$ cat config.mk
export PLATFORM = sky130hd
export DESIGN_NAME = seq_match_ctrl
export DESIGN_NICKNAME = d
export VERILOG_FILES = /design/src/rtl/seq_match_ctrl.sv
export SDC_FILE = /design/constraint.sdc
export NUM_CORES = 1
export LEC_CHECK = 0
export CAP_MARGIN = 20
export CORE_ASPECT_RATIO = 1.4
export CORE_MARGIN = 1
export CORE_UTILIZATION = 42
export CTS_CLUSTER_SIZE = 20
export DETAILED_ROUTE_END_ITERATION = 8
export PLACE_DENSITY_LB_ADDON = 0.05
export SYNTH_ARGS = -nofsm -noshare
export SYNTH_HDL_FRONTEND = slang
export SYNTH_SLANG_ARGS = --single-unit
$ cat constraint.sdc
create_clock -name clk -period 2.16 [get_ports clk]
set_clock_uncertainty 0.05 [all_clocks]
set_input_delay 0.324 -clock clk [delete_from_list [all_inputs] [get_ports clk]]
set_output_delay 0.324 -clock clk [all_outputs]
set_load 0.005 [all_outputs]
$ cat src/rtl/seq_match_ctrl.sv
// Word-to-serial controller with a programmable pattern matcher and match counter.
// Build option: define SEQ_MATCH_OVERLAP_EN to keep match history after a hit (overlapping detection).
module seq_match_ctrl #(
  parameter int WORD_W = 8,
  parameter int PAT_W  = 4,
  parameter int CNT_W  = 8,
  localparam int LEN_W = $clog2(PAT_W + 1)
) (
  input  logic              clk,
  input  logic              clr,
  input  logic              start,
  input  logic              stop,
  input  logic [PAT_W-1:0]  cfg_pattern,
  input  logic [LEN_W-1:0]  cfg_len,
  input  logic [CNT_W-1:0]  cfg_thresh,
  input  logic              in_valid,
  input  logic [WORD_W-1:0] in_data,
  output logic              in_ready,
  output logic              bit_x,
  output logic              bit_vld,
  output logic              match,
  output logic [CNT_W-1:0]  match_cnt,
  output logic              busy,
  output logic              done
);

  localparam int IDX_W = (WORD_W > 1) ? $clog2(WORD_W) : 1;

  localparam logic [1:0] IDLE  = 2'd0;
  localparam logic [1:0] LOAD  = 2'd1;
  localparam logic [1:0] SHIFT = 2'd2;
  localparam logic [1:0] DONE  = 2'd3;

`ifdef SEQ_MATCH_OVERLAP_EN
  localparam bit OVERLAP = 1'b1;
`else
  localparam bit OVERLAP = 1'b0;
`endif

  logic [1:0]        state;
  logic [PAT_W-1:0]  pat_q;
  logic [LEN_W-1:0]  len_q;
  logic [CNT_W-1:0]  thresh_q;
  logic [WORD_W-1:0] shreg;
  logic [IDX_W-1:0]  bit_idx;
  logic [PAT_W-1:0]  hist;
  logic [LEN_W-1:0]  bits_seen;

  logic [LEN_W-1:0]  len_clamped;
  logic [PAT_W-1:0]  window;
  logic [PAT_W-1:0]  len_mask;
  logic              hit;
  logic              cnt_max;
  logic [CNT_W-1:0]  cnt_inc;

  // A zero or oversized length means "use the full pattern width".
  assign len_clamped = (cfg_len == '0 || cfg_len > LEN_W'(PAT_W)) ? LEN_W'(PAT_W) : cfg_len;

  // The window is also the next history value: newest bit enters at bit 0.
  assign window   = {hist[PAT_W-2:0], shreg[WORD_W-1]};
  assign len_mask = {PAT_W{1'b1}} >> (LEN_W'(PAT_W) - len_q);
  assign hit      = (state == SHIFT)
                  && (((window ^ pat_q) & len_mask) == '0)
                  && (bits_seen >= len_q - LEN_W'(1));
  assign cnt_max  = (match_cnt == {CNT_W{1'b1}});
  assign cnt_inc  = match_cnt + CNT_W'(1);

  assign in_ready = (state == LOAD);
  assign bit_vld  = (state == SHIFT);
  assign bit_x    = bit_vld & shreg[WORD_W-1];
  assign busy     = (state == LOAD) || (state == SHIFT);
  assign done     = (state == DONE);

  // NOTE: sequential state uses non-blocking assignments only, so every register
  // in this block sees the pre-edge value of every other register.
  always_ff @(posedge clk or negedge clr) begin
    if (!clr) begin
      state     <= IDLE;
      pat_q     <= '0;
      len_q     <= LEN_W'(PAT_W);
      thresh_q  <= '0;
      shreg     <= '0;
      bit_idx   <= '0;
      hist      <= '0;
      bits_seen <= '0;
      match     <= 1'b0;
      match_cnt <= '0;
    end else begin
      match <= 1'b0;
      if (stop) begin
        state <= IDLE;
      end else begin
        case (state)
          IDLE, DONE: begin
            if (start) begin
              pat_q     <= cfg_pattern;
              len_q     <= len_clamped;
              thresh_q  <= cfg_thresh;
              match_cnt <= '0;
              hist      <= '0;
              bits_seen <= '0;
              state     <= LOAD;
            end
          end
          LOAD: begin
            if (in_valid) begin
              shreg   <= in_data;
              bit_idx <= '0;
              state   <= SHIFT;
            end
          end
          SHIFT: begin
            shreg     <= shreg << 1;
            bit_idx   <= bit_idx + IDX_W'(1);
            hist      <= window;
            bits_seen <= (bits_seen == LEN_W'(PAT_W)) ? bits_seen : bits_seen + LEN_W'(1);
            if (bit_idx == IDX_W'(WORD_W - 1)) state <= LOAD;
            if (hit) begin
              match <= 1'b1;
              if (!cnt_max) match_cnt <= cnt_inc;
              // Reaching the threshold overrides the end-of-word return to LOAD.
              if (thresh_q != '0 && !cnt_max && cnt_inc == thresh_q) state <= DONE;
              if (!OVERLAP) begin
                hist      <= '0;
                bits_seen <= '0;
              end
            end
          end
          default: state <= IDLE;
        endcase
      end
    end
  end

endmodule

==> results of run 1 <==
-- cells in the mapped netlist, types with 3 or more instances --
| cell type | number |
|---|---|
| sky130_fd_sc_hd__dfrtp_1 | 42 |
| sky130_fd_sc_hd__nand2_1 | 21 |
| sky130_fd_sc_hd__inv_1 | 19 |
| sky130_fd_sc_hd__a21oi_1 | 18 |
| sky130_fd_sc_hd__nor2_1 | 16 |
| sky130_fd_sc_hd__ha_1 | 15 |
| sky130_fd_sc_hd__o21ai_0 | 13 |
| sky130_fd_sc_hd__mux2_2 | 12 |
| sky130_fd_sc_hd__clkbuf_1 | 11 |
| sky130_fd_sc_hd__xnor2_1 | 8 |
| sky130_fd_sc_hd__a31oi_1 | 7 |
| sky130_fd_sc_hd__mux2i_1 | 7 |
| sky130_fd_sc_hd__nand3_1 | 6 |
| sky130_fd_sc_hd__nor3_1 | 6 |
| sky130_fd_sc_hd__nand2b_1 | 4 |
| sky130_fd_sc_hd__o21ai_1 | 4 |
| sky130_fd_sc_hd__and3_1 | 3 |
| sky130_fd_sc_hd__nor3b_1 | 3 |
| sky130_fd_sc_hd__o31a_1 | 3 |
| sky130_fd_sc_hd__xor2_1 | 3 |
-- worst register-to-register path: stages, from the launching register on --
cell and delay [ns]:
sky130_fd_sc_hd__dfrtp_1 0.39, sky130_fd_sc_hd__inv_2 0.12, sky130_fd_sc_hd__ha_4 0.23, sky130_fd_sc_hd__ha_4 0.26, sky130_fd_sc_hd__a21o_1 0.11, sky130_fd_sc_hd__a21oi_2 0.06, sky130_fd_sc_hd__or2_1 0.24, sky130_fd_sc_hd__a2111o_1 0.42
sky130_fd_sc_hd__a41oi_2 0.15
-- layout make-up --
class / instances / area, um^2 / area share, %
Clock inverter: 3 / 23.8 / 0.691
Sequential cell: 43 / 1080 / 31.3
Clock buffer: 5 / 68.8 / 2.00
Tap cell: 70 / 87.6 / 2.55
Multi-Input combinational cell: 190 / 1420 / 41.3
Timing Repair Buffer: 76 / 687 / 20.0
Inverter: 20 / 75.1 / 2.18
-- logic make-up (layout without fill, tap and decap cells) --
family          count (synthesis)  count (layout)
xor+xnor                       11              11
flops                          43              43
compound gates                 67              67
buf+inv                        36             104
mux                            19              19
fa+ha+maj                      15              15
simple gates                   78              78
-- metal layers --
metal	up-vias	wire length, um
li1	1088	-
met1	1032	2510
met2	42	3350
met3	4	180
met4	0	45
met5	-	0
-- where the power goes --
group          internal [uW]  total (uW)  switching (uW)  leakage [uW]
Sequential               928        1030             102      0.000545
Combinational            332         606             274      0.000838
Clock                    232         536             304     0.0000408
-- how the worst max path moves through the flow --
stage	startpoint	to	slack (ns)	cells after the start
after floorplan	len_q[0]$_DFFE_PN0P_	state[0]$_DFFE_PN0P_	0.007	9
after CTS	match_cnt[0]$_DFFE_PN0P_	state[0]$_DFFE_PN0P_	0.009	7
final	len_q[1]$_DFFE_PN0P_	state[0]$_DFFE_PN0P_	0.07	8
after detailed placement	len_q[1]$_DFFE_PN0P_	state[0]$_DFFE_PN0P_	-0.01	8
after global routing	len_q[1]$_DFFE_PN0P_	state[0]$_DFFE_PN0P_	-0.01	8
after global placement	match_cnt[1]$_DFFE_PN0P_	state[0]$_DFFE_PN0P_	0.06	7
-- per-stage QoR --
stage	total power, uW	area, um^2	std cells	TNS, ns	hold slack, ns
after floorplan	1360	2570	269	0	-0.0216
after global placement	1580	3230	394	0	0.263
after detailed placement	1590	3230	394	-0.0137	0.263
after CTS	2150	3340	403	0	0.452
after global routing	2310	3440	407	-0.0101	0.489
final	2170	3440	407	0	0.452
-- repair_timing --
action / 4_1_cts / 5_1_grt
setup endpoints to repair: 3 / 16
endpoints found under the hold margin: 17 / 0
gates resized for setup: 3 / 12
setup buffers: 0 / 4
pin swaps: 1 / 7
hold buffers: 1 / 0
-- state kept, by name, summed over array words and instances (netlist names) --
register and flops:
match_cnt 8, shreg 8, thresh_q 8, pat_q 4
bit_idx 3, bits_seen 3, hist 3, len_q 3
state 2, match 1
==> results.py, run 1 <==
metrics = {
    "yosys": {
        "synthesis.yosys.warnings": 0,
        "synth-seq-area-share_pct": 42.2,
        "ffs_latches_synth": 43,
        "postSynthNetCount": 312,
        "synth_simple_gate_area_share_pct": 15.7,
        "largest_family_of_logic_cells_by_synthesized_area": "compound AO/OA/AOI/OAI gates",
        "compound_gate_portion_of_the_synthesized_area_pct": 17.2,
        "syn_avg_cell_area_um2": 9.49,
        "synth_enable_flop_cells": 0,
        "top_area_cell_type_share_of_the_netlist_area_pct": 41.2,
        "synthCells": 269,
        "synth.largest_area_cell": "sky130_fd_sc_hd__dfrtp_1",
        "dominantRegCellSynth": "sky130_fd_sc_hd__dfrtp_1",
        "syn-cell-area_um2": 2550,
        "synth_cell_type_count": 57,
        "ys_top_cells_by_area": "sky130_fd_sc_hd__dfrtp_1, sky130_fd_sc_hd__ha_1, sky130_fd_sc_hd__mux2_2",
        "synth_xor_xnor_area_share_pct": 3.77,
        "post_synth_mux_area_share_pct": 8.04,
        "synth_adder_area_share_pct": 7.35,
        "async_flop_share_pct": 100,
    },
    "clocking": {
        "tritoncts_sink_count": 43,
        "h-tree-depth": 2,
        "clock_insertion_delay_worst_skew_ns": 0.30,
        "clkTransAtPathRegs_ns": 0.09,
        "ctsLongestPathBuffers": 2,
        "cts_tree": "yes",
        "cts_made_buffers": 5,
        "cts.root.buffer_cell": "sky130_fd_sc_hd__clkbuf_8",
    },
    "power": {
        "p_leak_uw": 0.00142,
        "power_density_nw_per_um2": 631,
        "vdd_drop_max_uv": 568,
    },
    "setup_path": {
        "worstPathMaxFanout": 3,
        "critPathTopFamily": "compound AO/OA/AOI/OAI gates",
        "cp.arrival_ns": 2.26,
        "critPathBufInv": 1,
        "r2r_cells": 8,
        "reg2reg_setup_slack_ns": 0.07,
        "cp_cell_sequence": "inv_2, ha_4, ha_4, a21o_1, a21oi_2, or2_1, a2111o_1, a41oi_2",
        "regToRegStartpoint": "len_q[1]$_DFFE_PN0P_",
        "worst_path_most_repeated_cell": "sky130_fd_sc_hd__ha_4",
        "critical_path.startpoint_type": "register",
        "worst_r2r_endpoint": "state[0]$_DFFE_PN0P_",
        "cp_slowest_cell": "sky130_fd_sc_hd__a2111o_1",
        "worst-setup-path-type": "reg -> reg",
        "worstSetupEndpointType": "register",
        "cp_slowest_stage_delay_ns": 0.42,
        "critical_path_required_ns": 2.33,
    },
    "layout": {
        "mostFrequentLayoutCells": "sky130_fd_sc_hd__dfrtp_1, sky130_fd_sc_hd__clkdlybuf4s50_1, sky130_fd_sc_hd__buf_4, sky130_fd_sc_hd__nand2_1",
        "finish.net_count": 379,
        "postLayoutCoreUtil_pct": 58.7,
        "post_route_cells_drive_above_1_share_pct": 22.8,
        "area.growth.synth_to_final_pct": 34.7,
        "antenna-diode-count": 0,
        "number_of_filler_cells_placed_in_the_layout": 540,
        "layout_commonest_cell": "sky130_fd_sc_hd__dfrtp_1",
    },
    "timing": {
        "timing.final.hold_violations": 0,
        "worstMarginPinSlew_ns": 0.461,
        "setup_ws_ns": 0.0675,
        "drv_slew": 0,
        "fmaxAchievable_mhz": 478,
        "slew_headroom_pct": 69.3,
        "period_utilisation_layout_pct": 96.9,
        "finalSetupViolCount": 0,
        "grt_setup_unrepaired": "yes",
        "post-route-min-period_ns": 2.09,
    },
    "global_routing": {
        "grt_util_all_layers_pct": 20.8,
        "overflow": 0,
        "globalRouteMet2Util_pct": 37.6,
        "grt_max_degree": 26,
        "busiest_grt_layer": "met2",
        "first_pass_grt_wire_length_um": 9720,
        "grt.met3_usage_pct": 3.40,
        "first_global_vias": 1993,
        "met1_track_usage_gr_pct": 24.2,
        "grt_antenna_before_repair": 0,
    },
    "routing": {
        "antenna_violating_nets_post_route": 0,
        "drt_via_density": 5.32,
        "post-route-drc-count": 0,
        "routed_wirelength_um": 6080,
        "num_vias": 2166,
        "average_wire_per_standard_cell_um": 14.9,
        "drt-pass1-iter-count": 4,
        "drt-initial-drc-count": 64,
    },
    "floorplanning": {
        "row_count": 33,
        "floorplan.die_area_um2": 6400,
        "initial_core_util_pct": 43.6,
        "core_region_area_um2": 5860,
        "die_y_um": 94.3,
        "die_width_um": 67.9,
        "ios": 42,
    },
    "placement": {
        "gpl_congestion": 0.824,
        "numPortBuffers": 41,
        "place.detailed.hpwl_um": 4570,
        "post-place-ws_ns": -0.0137,
    },
    "status": {
        "outcome": "completed",
    },
    "hold_path": {
        "type_of_the_worst_min_delay_path": "in -> async",
    },
    "run": {
        "timing.max_cap.violations": 0,
    },
}
(Power assumes the default switching activity.)
==> run 2, diff against run 1 <==
--- a/config.mk
+++ b/config.mk
@@ -5,10 +5,11 @@
 export SDC_FILE = /design/constraint.sdc
 export NUM_CORES = 1
 export LEC_CHECK = 0
+export ABC_CLOCK_PERIOD_IN_PS = 2160
 export CAP_MARGIN = 20
 export CORE_ASPECT_RATIO = 1.4
 export CORE_MARGIN = 1
-export CORE_UTILIZATION = 42
+export CORE_UTILIZATION = 28
 export CTS_CLUSTER_SIZE = 20
 export DETAILED_ROUTE_END_ITERATION = 8
 export PLACE_DENSITY_LB_ADDON = 0.05
==> results.py, run 2 (synthesis gave the netlist of run 1 again) <==
metrics = {
    "clocking": {
        "tritoncts_sink_count": 43,
        "ctsLongestPathBuffers": 2,
        "cts_hold_repair.buffers": 0,
        "cts.root.buffer_cell": "sky130_fd_sc_hd__clkbuf_16",
        "cts_made_buffers": 5,
        "h-tree-depth": 2,
        "cts_tree": "yes",
        "clkTransAtPathRegs_ns": 0.07,
        "clock_insertion_delay_worst_skew_ns": 0.29,
    },
    "routing": {
        "drt_via_density": 4.99,
        "antenna_violating_nets_post_route": 0,
        "routed_wirelength_um": 6690,
        "num_vias": 2195,
        "drt-initial-drc-count": 74,
        "drt-pass1-iter-count": 4,
        "post-route-drc-count": 0,
        "average_wire_per_standard_cell_um": 15.2,
    },
    "placement": {
        "gpl_congestion": 0.753,
        "numPortBuffers": 41,
        "place.detailed.hpwl_um": 4910,
    },
    "setup_path": {
        "worstSetupEndpointType": "register",
        "worst-setup-path-type": "reg -> reg",
        "worstPathMaxFanout": 4,
        "cp.arrival_ns": 2.26,
        "critical_path.startpoint_type": "register",
        "critical_path_required_ns": 2.31,
    },
    "floorplanning": {
        "core_region_area_um2": 8710,
        "ios": 42,
        "die_y_um": 115,
        "initial_core_util_pct": 29.3,
        "floorplan.die_area_um2": 9510,
        "die_width_um": 82.7,
        "row_count": 40,
    },
    "power": {
        "p_leak_uw": 0.00145,
        "vdd_drop_max_uv": 313,
        "power_density_nw_per_um2": 671,
        "design_power_total_uw": 2390,
    },
    "timing": {
        "fmaxAchievable_mhz": 475,
        "finalSetupViolCount": 0,
        "period_utilisation_layout_pct": 97.5,
        "worstMarginPinSlew_ns": 0.597,
        "slew_headroom_pct": 60.2,
        "finalSetupTns_ns": 0,
        "fin_hold_ws_ns": 0.0667,
        "drv_slew": 0,
        "timing.final.hold_violations": 0,
        "post-route-min-period_ns": 2.11,
        "grt_setup_unrepaired": "yes",
    },
    "layout": {
        "finish.net_count": 377,
        "area.growth.synth_to_final_pct": 39.4,
        "mostFrequentLayoutCells": "sky130_fd_sc_hd__dfrtp_1, sky130_fd_sc_hd__clkdlybuf4s50_1, sky130_fd_sc_hd__buf_4, sky130_fd_sc_hd__nand2_1",
        "number_of_filler_cells_placed_in_the_layout": 901,
        "largest_registers": "match_cnt x8, shreg x8, thresh_q x8",
        "layout_commonest_cell": "sky130_fd_sc_hd__dfrtp_1",
        "postLayoutCoreUtil_pct": 40.9,
        "post_route_cells_drive_above_1_share_pct": 24.8,
        "antenna-diode-count": 0,
    },
    "global_routing": {
        "first_global_vias": 2169,
        "overflow": 0,
        "grt_max_degree": 44,
        "grt_util_all_layers_pct": 15.1,
        "grt_antenna_before_repair": 0,
        "first_pass_grt_wire_length_um": 10800,
    },
    "hold_path": {
        "type_of_the_worst_min_delay_path": "in -> async",
    },
    "run": {
        "timing.max_cap.violations": 0,
    },
    "status": {
        "outcome": "completed",
    },
}
## run 2: cell types whose count changed in the layout (fill, tap and decap cells not counted), moves of 2 or more
cell | previous run | this run
sky130_fd_sc_hd__ha_1 | 10 | 12
sky130_fd_sc_hd__and3_4 | 0 | 2
sky130_fd_sc_hd__clkbuf_16 | 0 | 5
sky130_fd_sc_hd__clkbuf_8 | 5 | 0
sky130_fd_sc_hd__clkinv_4 | 0 | 2
## run 2: area by class of cell
type | instances | area, um^2 | area share, %
sequential | 43 | 1080 | 30.3
inverter | 20 | 75.1 | 2.11
multi-input combinational | 190 | 1460 | 40.9
timing repair buffer | 74 | 669 | 18.8
clock inverter | 3 | 25.0 | 0.703
tap | 105 | 131 | 3.69
clock buffer | 5 | 125 | 3.51
## run 2: path summary, 6_finish.rpt
| check | start | end | slack [ns] | depth (start not counted) |
|---|---|---|---|---|
| min reg2reg | len_q[2]$_DFFE_PN1P_ | len_q[2]$_DFFE_PN1P_ | 0.45 | 2 |
| min in group clk | len_q[2]$_DFFE_PN1P_ | len_q[2]$_DFFE_PN1P_ | 0.45 | 2 |
| min | clr | thresh_q[5]$_DFFE_PN0P_ | 0.07 | 2 |
| max in group asynchronous | clr | match_cnt[4]$_DFFE_PN0P_ | 1.57 | 2 |
| max reg2reg | match_cnt[0]$_DFFE_PN0P_ | state[0]$_DFFE_PN0P_ | 0.05 | 7 |
| max | match_cnt[0]$_DFFE_PN0P_ | state[0]$_DFFE_PN0P_ | 0.05 | 7 |
## run 2: critical path: stages (launching register included)
cell and delay [ns]:
sky130_fd_sc_hd__dfrtp_1 0.40, sky130_fd_sc_hd__ha_4 0.17, sky130_fd_sc_hd__and3_4 0.24, sky130_fd_sc_hd__o2111a_1 0.20, sky130_fd_sc_hd__a211oi_2 0.05, sky130_fd_sc_hd__a211o_1 0.27
sky130_fd_sc_hd__a2111o_1 0.44, sky130_fd_sc_hd__a41oi_2 0.20
## run 2: stage by stage
stage	worst slack [ns]	instances	cell area, um^2
after floorplan	0.00686	269	2570
after detailed placement	-0.0434	429	3270
after global routing	-0.0252	440	3560
after CTS	0.00155	437	3440
after global placement	0.0210	429	3270
final	0.0540	440	3560
## run 2: what timing repair did
| action | 4_1_cts | 5_1_grt |
|---|---|---|
| endpoints found under the setup margin | 2 | 12 |
| gates cloned | 0 | 0 |
| buffers inserted | 0 | 3 |
| gates resized for setup | 4 | 20 |
| pin swaps | 3 | 8 |
## run 2: where the power goes
part | switching (uW) | leakage [uW] | internal, uW
combinational | 267 | 0.000841 | 322
sequential | 102 | 0.000544 | 929
clock | 335 | 0.0000700 | 433
## run 2: routing by layer
| layer | routed length [um] | up-vias | track usage [%] |
|---|---|---|---|
| met3 | 227 | 13 | 2.54 |
| met1 | 2810 | 1037 | 17.7 |
| met4 | 140 | 0 | 6.09 |
| met2 | 3520 | 54 | 26.6 |
| li1 | - | 1091 | - |
| met5 | 0 | - | 0 |
